$ cat config.mk
export PLATFORM = sky130hd
export DESIGN_NAME = apuracao_votos
export DESIGN_NICKNAME = d
export VERILOG_FILES = /design/src/rtl/polilobinho_pkg.sv /design/src/rtl/apuracao_votos_proximo_vivo.sv /design/src/rtl/apuracao_votos.sv
export SDC_FILE = /design/constraint.sdc
export NUM_CORES = 1
export LEC_CHECK = 0
export CAP_MARGIN = 20
export CELL_PAD_IN_SITES_DETAIL_PLACEMENT = 2
export CELL_PAD_IN_SITES_GLOBAL_PLACEMENT = 2
export CORE_MARGIN = 2
export CORE_UTILIZATION = 30
export DETAILED_ROUTE_END_ITERATION = 10
export DONT_BUFFER_PORTS = 1
export PLACE_DENSITY_LB_ADDON = 0.05
export SLEW_MARGIN = 10
export SYNTH_ARGS = -nofsm -noshare
export SYNTH_HDL_FRONTEND = slang
export SYNTH_SLANG_ARGS = --single-unit
export TNS_END_PERCENT = 1
$ cat constraint.sdc
create_clock -name clock -period 4.9 [get_ports clock]
set_clock_uncertainty 0.2 [all_clocks]
set_input_delay 0.98 -clock clock [delete_from_list [all_inputs] [get_ports clock]]
set_output_delay 0.98 -clock clock [all_outputs]
set_load 0.02 [all_outputs]
$ cat src/rtl/polilobinho_pkg.sv
// Shared PoliLobinho constants and the vote-tally FSM state type.
package polilobinho_pkg;

    localparam int N_JOGADORES = 5;
    localparam int W_JOG       = 3;

    localparam logic [W_JOG-1:0] JOGADOR_NENHUM = '0;

    typedef enum logic [1:0] {
        OCIOSO,
        COLETA,
        APURA,
        RESULTADO
    } estado_apuracao_t;

endpackage

$ cat src/rtl/apuracao_votos_proximo_vivo.sv
// Priority search for the next alive player above a given index.
// An index of 0 yields the lowest alive player; "last" means none above.
module proximo_vivo
    import polilobinho_pkg::*;
(
    input  logic [N_JOGADORES-1:0] vivos_i,
    input  logic [W_JOG-1:0]       atual_i,
    output logic [W_JOG-1:0]       proximo_o,
    output logic                   ultimo_o
);

    always_comb begin
        proximo_o = JOGADOR_NENHUM;
        // Descending scan so the lowest qualifying index wins.
        for (int i = N_JOGADORES; i >= 1; i--) begin
            if (vivos_i[i-1] && (W_JOG'(i) > atual_i)) begin
                proximo_o = W_JOG'(i);
            end
        end
        ultimo_o = (proximo_o == JOGADOR_NENHUM);
    end

endmodule

$ cat src/rtl/apuracao_votos.sv
// Day-phase vote tally: collects one vote per living player, then resolves.
// Build with POLILOBINHO_ABSTENCAO_EN to accept target 0 as an abstention.
module apuracao_votos
    import polilobinho_pkg::*;
#(
    parameter int W_VOTO = 3
) (
    input  logic                   clock,
    input  logic                   reset,
    input  logic                   iniciar,
    input  logic [N_JOGADORES-1:0] vivos,
    input  logic                   votar,
    input  logic [W_JOG-1:0]       jogador_escolhido,
    output logic [W_JOG-1:0]       eleitor_atual,
    output logic                   coletando,
    output logic                   voto_invalido,
    output logic                   pronto,
    output logic [W_JOG-1:0]       eliminado,
    output logic                   empate,
    output logic [W_VOTO-1:0]      votos_max
);

    localparam logic [W_VOTO-1:0] VOTO_SAT = {W_VOTO{1'b1}};

    estado_apuracao_t       estado_q;
    logic [N_JOGADORES-1:0] vivos_q;
    logic [W_VOTO-1:0]      tally_q [N_JOGADORES];
    logic [W_JOG-1:0]       eleitor_q;
    logic                   invalido_q;
    logic [W_JOG-1:0]       scan_q;
    logic [W_VOTO-1:0]      max_q;
    logic [W_JOG-1:0]       arg_q;
    logic                   tie_q;

    logic [N_JOGADORES-1:0] busca_vivos;
    logic [W_JOG-1:0]       busca_atual;
    logic [W_JOG-1:0]       proximo;
    logic                   ultimo;
    logic                   alvo_vivo;
    logic                   voto_ok;
    logic [W_VOTO-1:0]      valor_scan;

    // Start and advance share one search: iniciar looks from 0 in the new mask.
    assign busca_vivos = iniciar ? vivos : vivos_q;
    assign busca_atual = iniciar ? JOGADOR_NENHUM : eleitor_q;

    proximo_vivo u_proximo_vivo (
        .vivos_i   (busca_vivos),
        .atual_i   (busca_atual),
        .proximo_o (proximo),
        .ultimo_o  (ultimo)
    );

    always_comb begin
        alvo_vivo  = 1'b0;
        valor_scan = '0;
        for (int i = 0; i < N_JOGADORES; i++) begin
            if (jogador_escolhido == W_JOG'(i + 1) && vivos_q[i]) begin
                alvo_vivo = 1'b1;
            end
            if (scan_q == W_JOG'(i + 1)) begin
                valor_scan = tally_q[i];
            end
        end
`ifdef POLILOBINHO_ABSTENCAO_EN
        voto_ok = alvo_vivo || (jogador_escolhido == JOGADOR_NENHUM);
`else
        voto_ok = alvo_vivo;
`endif
    end

    always_ff @(posedge clock) begin
        if (reset) begin
            estado_q   <= OCIOSO;
            vivos_q    <= '0;
            eleitor_q  <= JOGADOR_NENHUM;
            invalido_q <= 1'b0;
            scan_q     <= W_JOG'(1);
            max_q      <= '0;
            arg_q      <= JOGADOR_NENHUM;
            tie_q      <= 1'b0;
            for (int i = 0; i < N_JOGADORES; i++) tally_q[i] <= '0;
        end else begin
            invalido_q <= 1'b0;
            if (iniciar) begin
                vivos_q   <= vivos;
                eleitor_q <= proximo;
                scan_q    <= W_JOG'(1);
                max_q     <= '0;
                arg_q     <= JOGADOR_NENHUM;
                tie_q     <= 1'b0;
                for (int i = 0; i < N_JOGADORES; i++) tally_q[i] <= '0;
                estado_q  <= (vivos == '0) ? RESULTADO : COLETA;
            end else begin
                unique case (estado_q)
                    COLETA: begin
                        if (votar && voto_ok) begin
                            for (int i = 0; i < N_JOGADORES; i++) begin
                                if (jogador_escolhido == W_JOG'(i + 1) &&
                                    tally_q[i] != VOTO_SAT) begin
                                    tally_q[i] <= tally_q[i] + 1'b1;
                                end
                            end
                            if (ultimo) begin
                                estado_q  <= APURA;
                                eleitor_q <= JOGADOR_NENHUM;
                            end else begin
                                eleitor_q <= proximo;
                            end
                        end else if (votar) begin
                            invalido_q <= 1'b1;
                        end
                    end
                    APURA: begin
                        if (valor_scan > max_q) begin
                            max_q <= valor_scan;
                            arg_q <= scan_q;
                            tie_q <= 1'b0;
                        end else if (valor_scan == max_q && valor_scan != '0) begin
                            tie_q <= 1'b1;
                        end
                        scan_q <= scan_q + 1'b1;
                        if (scan_q == W_JOG'(N_JOGADORES)) begin
                            estado_q <= RESULTADO;
                        end
                    end
                    default: ;
                endcase
            end
        end
    end

    assign coletando     = (estado_q == COLETA);
    assign pronto        = (estado_q == RESULTADO);
    assign eleitor_atual = coletando ? eleitor_q : JOGADOR_NENHUM;
    assign voto_invalido = invalido_q;
    assign votos_max     = max_q;
    assign empate        = pronto && tie_q && (max_q != '0);
    assign eliminado     = (pronto && !tie_q && max_q != '0) ? arg_q : JOGADOR_NENHUM;

endmodule

-- After elaboration in Yosys (flattened, before gate mapping)
Memories as Yosys holds them, arrays and structs flattened.
Cells that the tools add are included.
- memory bits (writable): 15
- output and inout bits: 13
- word-level logic and storage cells: 167
- memories kept: 1
- register bits: 21
- input port bits: 12
- memories (memory ; words ; width ; read ports ; clocked after memory_dff ; wr ports ; line ; source):
    tally_q ; 5 ; 3 ; 5 ; 0 ; 5 ; apuracao_votos.sv:27 ; logic [W_VOTO-1:0] tally_q [N_JOGADORES];
- reductions and logical operators: 36
- bitwise logic cells: 11
- multiplexer cells: 77
- order comparisons: 6
- equal/unequal tests: 22
- $add $sub $neg: 6
- operators with widths (operator ; count):
    2-to-1 mux 3 bit ; 27
    2-to-1 mux 1 bit ; 43
    logical AND 1 bit ; 21
    adder 3 x 1 -> 3 bit (second input constant) ; 6
    != test 3 bit (second input constant) ; 6
    equality test 3 x 2 -> 1 bit (second input constant) ; 4
    equality test 3 bit (second input constant) ; 4
    2-to-1 mux 2 bit ; 5
    bitwise OR 1 bit ; 10
    nonzero test 3 bit ; 3
    equality test 3 x 1 -> 1 bit (second input constant) ; 2
    greater-than comparator 2 x 3 -> 1 bit (first input constant) ; 2
    greater-than comparator 3 bit (first input constant) ; 2
    != test 3 x 2 -> 1 bit (second input constant) ; 2
    AND reduction 2 bit ; 3
    nonzero test 2 bit ; 3
    logical NOT 5 bit ; 1
    2-to-1 mux 5 bit ; 1
    equality test 2 bit (second input constant) ; 2
    case mux 2 bit (2 select lines) ; 1
    AND reduction 4 bit ; 1
    OR reduction 4 bit ; 1
    equality test 3 bit ; 1
    greater-than comparator 1 x 3 -> 1 bit (first input constant) ; 1
    other kinds (6) ; 6

-- Logic depth before layout (Yosys ltp)
- depth after elaboration: 14
- gate-level depth with buffers: 14
- mapped depth without buffers: 13

-- Hierarchy
A second synthesis with hierarchy kept.
- cells, all modules: 228
- area total of the unflattened synthesis: 2298.5 um2
- by module, submodules not included (module ; area each (um2) ; times used ; sequential area each (um2) ; cells an instance):
    apuracao_votos ; 2164.6 ; 1 ; 870.8 ; 204
    proximo_vivo ; 133.9 ; 1 ; 0.0 ; 24

-- Least setup slack after synthesis
OpenSTA, ideal clock, no wires.
- path type: register -> register
- start: reg scan_q[2]
- end: reg arg_q[2]
- setup time: 124 ps
- setup slack: 1744 ps
- stages on the path, launching flop included: 14
- path buffers: 1
- period minus slack after synthesis: 3156 ps
- data required time: 4576 ps
- arrival time: 2832 ps
- path through: dfxtp_1 clkbuf_1 inv_1 ha_1 a222oi_1 a2bb2oi_1 a31oi_1 inv_1 ha_1 nor2b_1 o21ai_0 a211oi_4 mux2i_1 nor2_1
- word-level cells in the longest chain between the ends: 8
- elaborated cells between the ends (all ways): 12
- classes of those cells: 1 x order compare; 5 x eq/ne; 5 x mux; 1 x reduce/logical
- RTL lines (item ; line ; source):
    start, declared ; apuracao_votos.sv:30 ; logic [W_JOG-1:0] scan_q;
    start signal, assigned ; apuracao_votos.sv:122 ; scan_q <= scan_q + 1'b1;
    equality test 3 x 1 -> 1 bit ; apuracao_votos.sv:61 ; if (scan_q == W_JOG'(i + 1)) begin
    2-to-1 mux 3 bit (4 in series) ; apuracao_votos.sv:61 ;
    2-to-1 mux 3 bit (*) ; apuracao_votos.sv:61 ;
    via valor_scan[1] ; apuracao_votos.sv:41 ; logic [W_VOTO-1:0] valor_scan;
    greater-than comparator 3 bit (*) ; apuracao_votos.sv:115 ; if (valor_scan > max_q) begin
    AND reduction 2 bit (no source line) (*) ; -- ;
    end signal, assigned ; apuracao_votos.sv:117 ; arg_q <= scan_q;
    end, declared ; apuracao_votos.sv:32 ; logic [W_JOG-1:0] arg_q;
The timed path passes the listed nets; every way through them passes the cells marked *.
A chain may end at the register's enable or synchronous reset.

-- Worst setup path after layout
- start: reg scan_q[2]
- end: reg arg_q[0]
Same word-level chain as after synthesis.

==> flow_summary_export.csv <==
group,metric,value,unit
logic_synthesis,yosys_most_used_dff,"dfxtp_1",
drt,viasPerCell,5.25,
timing,timing.final.crit_share,0.740,
clock_network,hold_buffers,0,
logic_synthesis,ys_ff_latch,36,
timing,max_slew_margin,0.506,
die,io_pins,25,
critical_path,required,4.88,ns
critical_path,r2r_start,"scan_q[2]$_SDFFE_PP0P_",
place,portBuffers,0,
drt,drtAntennaViolNets,0,
logic_synthesis,yosysWarningCount,0,
pwr,power.density,273,nW/um2
die,rows,31,
logic_synthesis,async_reset_ff_frac,0,
critical_path,r2r-end,"arg_q[0]$_SDFFE_PP0P_",
place,placed_cell_area,2280,um2
logic_synthesis,synth.net_count,257,
drt,dr.pass1.iters,4,
place,hpwl,4840,um
outcome,outcome,"finished clean",
clock_network,ctsResizeCount,0,
clock_network,cts_buffers,5,
die,core,7180,um2
logic_synthesis,synth_top_area_frac,0.204,
logic_synthesis,synth-simple-area-share,0.185,
pwr,p_leak,0.994,nW
final_layout,area_growth,7.93,%
logic_synthesis,synth_area_leaders,"edfxtp_1 20%, dfxtp_1 19%, ha_1 10%, and3_1 3.7%, mux2i_1 3.6%",
logic_synthesis,synth_seq_area_share,0.394,
logic_synthesis,synth-xor-area-share,0.00397,
global_route,grt_use_total,0.158,
timing,slew_violations,0,
critical_path,endpoint_kind,"flip-flop",
run,drv_cap,0,
hold_path,hold_start,"eleitor_q[1]$_SDFFE_PP0P_",
logic_synthesis,synth_mux_area_frac,0.0567,
critical_path,crit_type,"reg -> reg",
logic_synthesis,synth_top_family_by_area,"compound AO/OA/AOI/OAI gates",
clock_network,post_cts_buffers,0,
final_layout,final_cells,324,
hold_path,worstHoldPathCells,2,
timing,min_period,3.63,ns
drt,wl_per_cell,18.8,um
logic_synthesis,syn_avg_cell_area,9.73,um2
critical_path,r2r_cells,12,
place,gp_congestion,0.743,
timing,rsz0062_at_grt,"false",
global_route,grt_pass1_wl,10100,um
timing,tightest_slew,0.731,ns
drt,drc,0,
global_route,gr-total-overflow,0,
timing,timing.final.ws_setup,1.27,ns
drt,num_vias,1702,
die,dieArea,8060,um2
hold_path,worstHoldPathType,"reg -> reg",
global_route,antenna_found_initial,0,
timing,final-setup-viol-count,0,
timing,max_freq,0.276,GHz
drt,drt-total-wl,6090,um
hold_path,worstHoldEndpoint,"eleitor_q[1]$_SDFFE_PP0P_",
clock_network,cts_tree,"built",
critical_path,worstPathArrival,3.61,ns
clock_network,clock_latency,0.29,ns
critical_path,worstSetupStartpointType,"flip-flop",
place,dp_cells,316,
die,die_h,89.8,um
final_layout,finalNetCount,254,
logic_synthesis,netlist_area,2210,um2
place,dp_slack,1.28,ns
logic_synthesis,synth_edf_count,15,
clock_network,cts_root_buffer,"clkbuf_8",
die,initial_core_util,0.308,
global_route,grt_start_max_net_pins,21,
drt,drt_iter0_drc,69,
final_layout,drive_gt1_frac,0.0933,
die,die_width,89.8,um
logic_synthesis,synth-adder-area-share,0.102,
clock_network,cts_max_level,2,
logic_synthesis,synth.distinct_cells,52,
logic_synthesis,synth_compound_area_frac,0.206,
timing,final_hold_viol_count,0,
clock_network,cts.path.max_buffers,2,
logic_synthesis,yosys.area.top_type,"edfxtp_1",
critical_path,regToRegSetupSlack,1.27,ns
clock_network,path_clk_slew,0.07,ns
critical_path,crit_fanout,13,
global_route,grt_pass1_vias,1841,
logic_synthesis,synthCells,227,
clock_network,clock-sinks,36,
final_layout,fin_area,2380,um2
timing,tns,0,ns
final_layout,diodes,0,
pwr,ir_drop,103,uV
[where the power goes]
group	internal, mW	total (mW)	switching [mW]
Sequential	0.323	0.336	0.0128
Combinational	0.0279	0.0711	0.0432
Clock	0.130	0.243	0.113
[cells in the final DEF (no fill, tap or decap), types with 2 or more instances in the layout]
cell | synthesis | final
nor2_1 | 18 | 18
o21ai_0 | 7 | 7
and2_1 | 9 | 9
a21oi_1 | 14 | 14
nor2b_1 | 7 | 7
a222oi_1 | 3 | 3
nand3_1 | 3 | 3
a2bb2oi_1 | 3 | 3
o41ai_1 | 2 | 2
and3_1 | 13 | 13
o41ai_2 | 2 | 2
nand2_1 | 11 | 11
o31ai_1 | 3 | 3
dfxtp_1 | 21 | 21
mux2i_1 | 8 | 8
inv_1 | 16 | 16
nor3_1 | 4 | 4
o211a_1 | 2 | 2
edfxtp_1 | 15 | 15
clkbuf_8 | 0 | 5
a31oi_1 | 3 | 3
mux2_2 | 4 | 4
a22oi_1 | 3 | 3
a211oi_1 | 5 | 5
ha_1 | 18 | 18
[per-layer routing]
| metal | GRT usage | vias to the layer above | share of wire |
|---|---|---|---|
| li1 | - | 829 | - |
| met2 | 0.287 | 17 | 0.53 |
| met5 | 0 | - | 0 |
| met3 | 0.0377 | 5 | 0.025 |
| met1 | 0.190 | 851 | 0.44 |
| met4 | 0.0346 | 0 | 0.010 |
[critical path, stage by stage (launching register included)]
cell and delay [ns]:
dfxtp_1 0.57, inv_1 0.15, ha_1 0.30, a222oi_1 0.35, a2bb2oi_1 0.14, a31oi_1 0.32
inv_1 0.08, ha_1 0.29, nor2b_1 0.12, o21ai_0 0.17, a211oi_4 0.53, mux2i_1 0.24
nor2_1 0.06
[cell usage after synthesis (2+ instances only)]
master / instances
nor2_1: 18
edfxtp_1: 15
nand2_1: 11
o41ai_2: 2
o211a_1: 2
mux2i_1: 8
inv_1: 16
nand3_1: 3
dfxtp_1: 21
buf_4: 2
a222oi_1: 3
o21ai_0: 7
a31oi_1: 3
a2bb2oi_1: 3
o41ai_1: 2
a211oi_1: 5
nor2b_1: 7
a21oi_1: 14
and3_1: 13
ha_1: 18
nor3_1: 4
clkbuf_1: 5
a22oi_1: 3
o31ai_1: 3
mux2_2: 4
and2_1: 9
[registers in the layout, summed over array words and instances (netlist names)]
signal and cells:
arg_q 3, voto_invalido 1, eleitor_q 3, votos_max 3
tie_q 1, tally_q 15, scan_q 3, vivos_q 5
estado_q 2
[stage by stage]
stage                     hold slack, ns  total power, mW   util
after floorplan                    0.252            0.400      -
after global placement             0.268            0.411  0.317
after detailed placement           0.295            0.415  0.317
after CTS                          0.306            0.662  0.332
after global routing               0.343            0.687  0.332
final                              0.299            0.650  0.332
[cell families (layout without fill, tap and decap cells)]
logic type      Yosys count  in the layout
simple gates             76             76
flops                    36             36
xor+xnor                  1              1
compound gates           58             58
mux                      12             12
buf+inv                  26             24
fa+ha+maj                18             18
[worst max-delay path by stage]
stage | to | cells after the start | slack, ns | startpoint
6_report | arg_q[0]$_SDFFE_PP0P_ | 12 | 1.27 | scan_q[2]$_SDFFE_PP0P_
2_1_floorplan | arg_q[2]$_SDFFE_PP0P_ | 13 | 1.74 | scan_q[2]$_SDFFE_PP0P_
5_1_grt | tie_q$_SDFFE_PP0P_ | 13 | 0.96 | scan_q[2]$_SDFFE_PP0P_
3_3_place_gp | votos_max[2]$_SDFFE_PP0P_ | 12 | 1.46 | scan_q[2]$_SDFFE_PP0P_
3_5_place_dp | arg_q[0]$_SDFFE_PP0P_ | 12 | 1.28 | scan_q[2]$_SDFFE_PP0P_
4_1_cts | arg_q[0]$_SDFFE_PP0P_ | 12 | 1.26 | scan_q[2]$_SDFFE_PP0P_
[cell type report]
| class | instances | area, um2 |
|---|---|---|
| inverters | 16 | 60.1 |
| well taps | 99 | 124 |
| fillers | 805 | 4790 |
| clock buffers | 6 | 93.8 |
| clock inverters | 2 | 12.5 |
| multi-input cells | 165 | 1220 |
| flip-flops and latches | 36 | 871 |
Note: power is estimated with default switching activity, not from simulation.
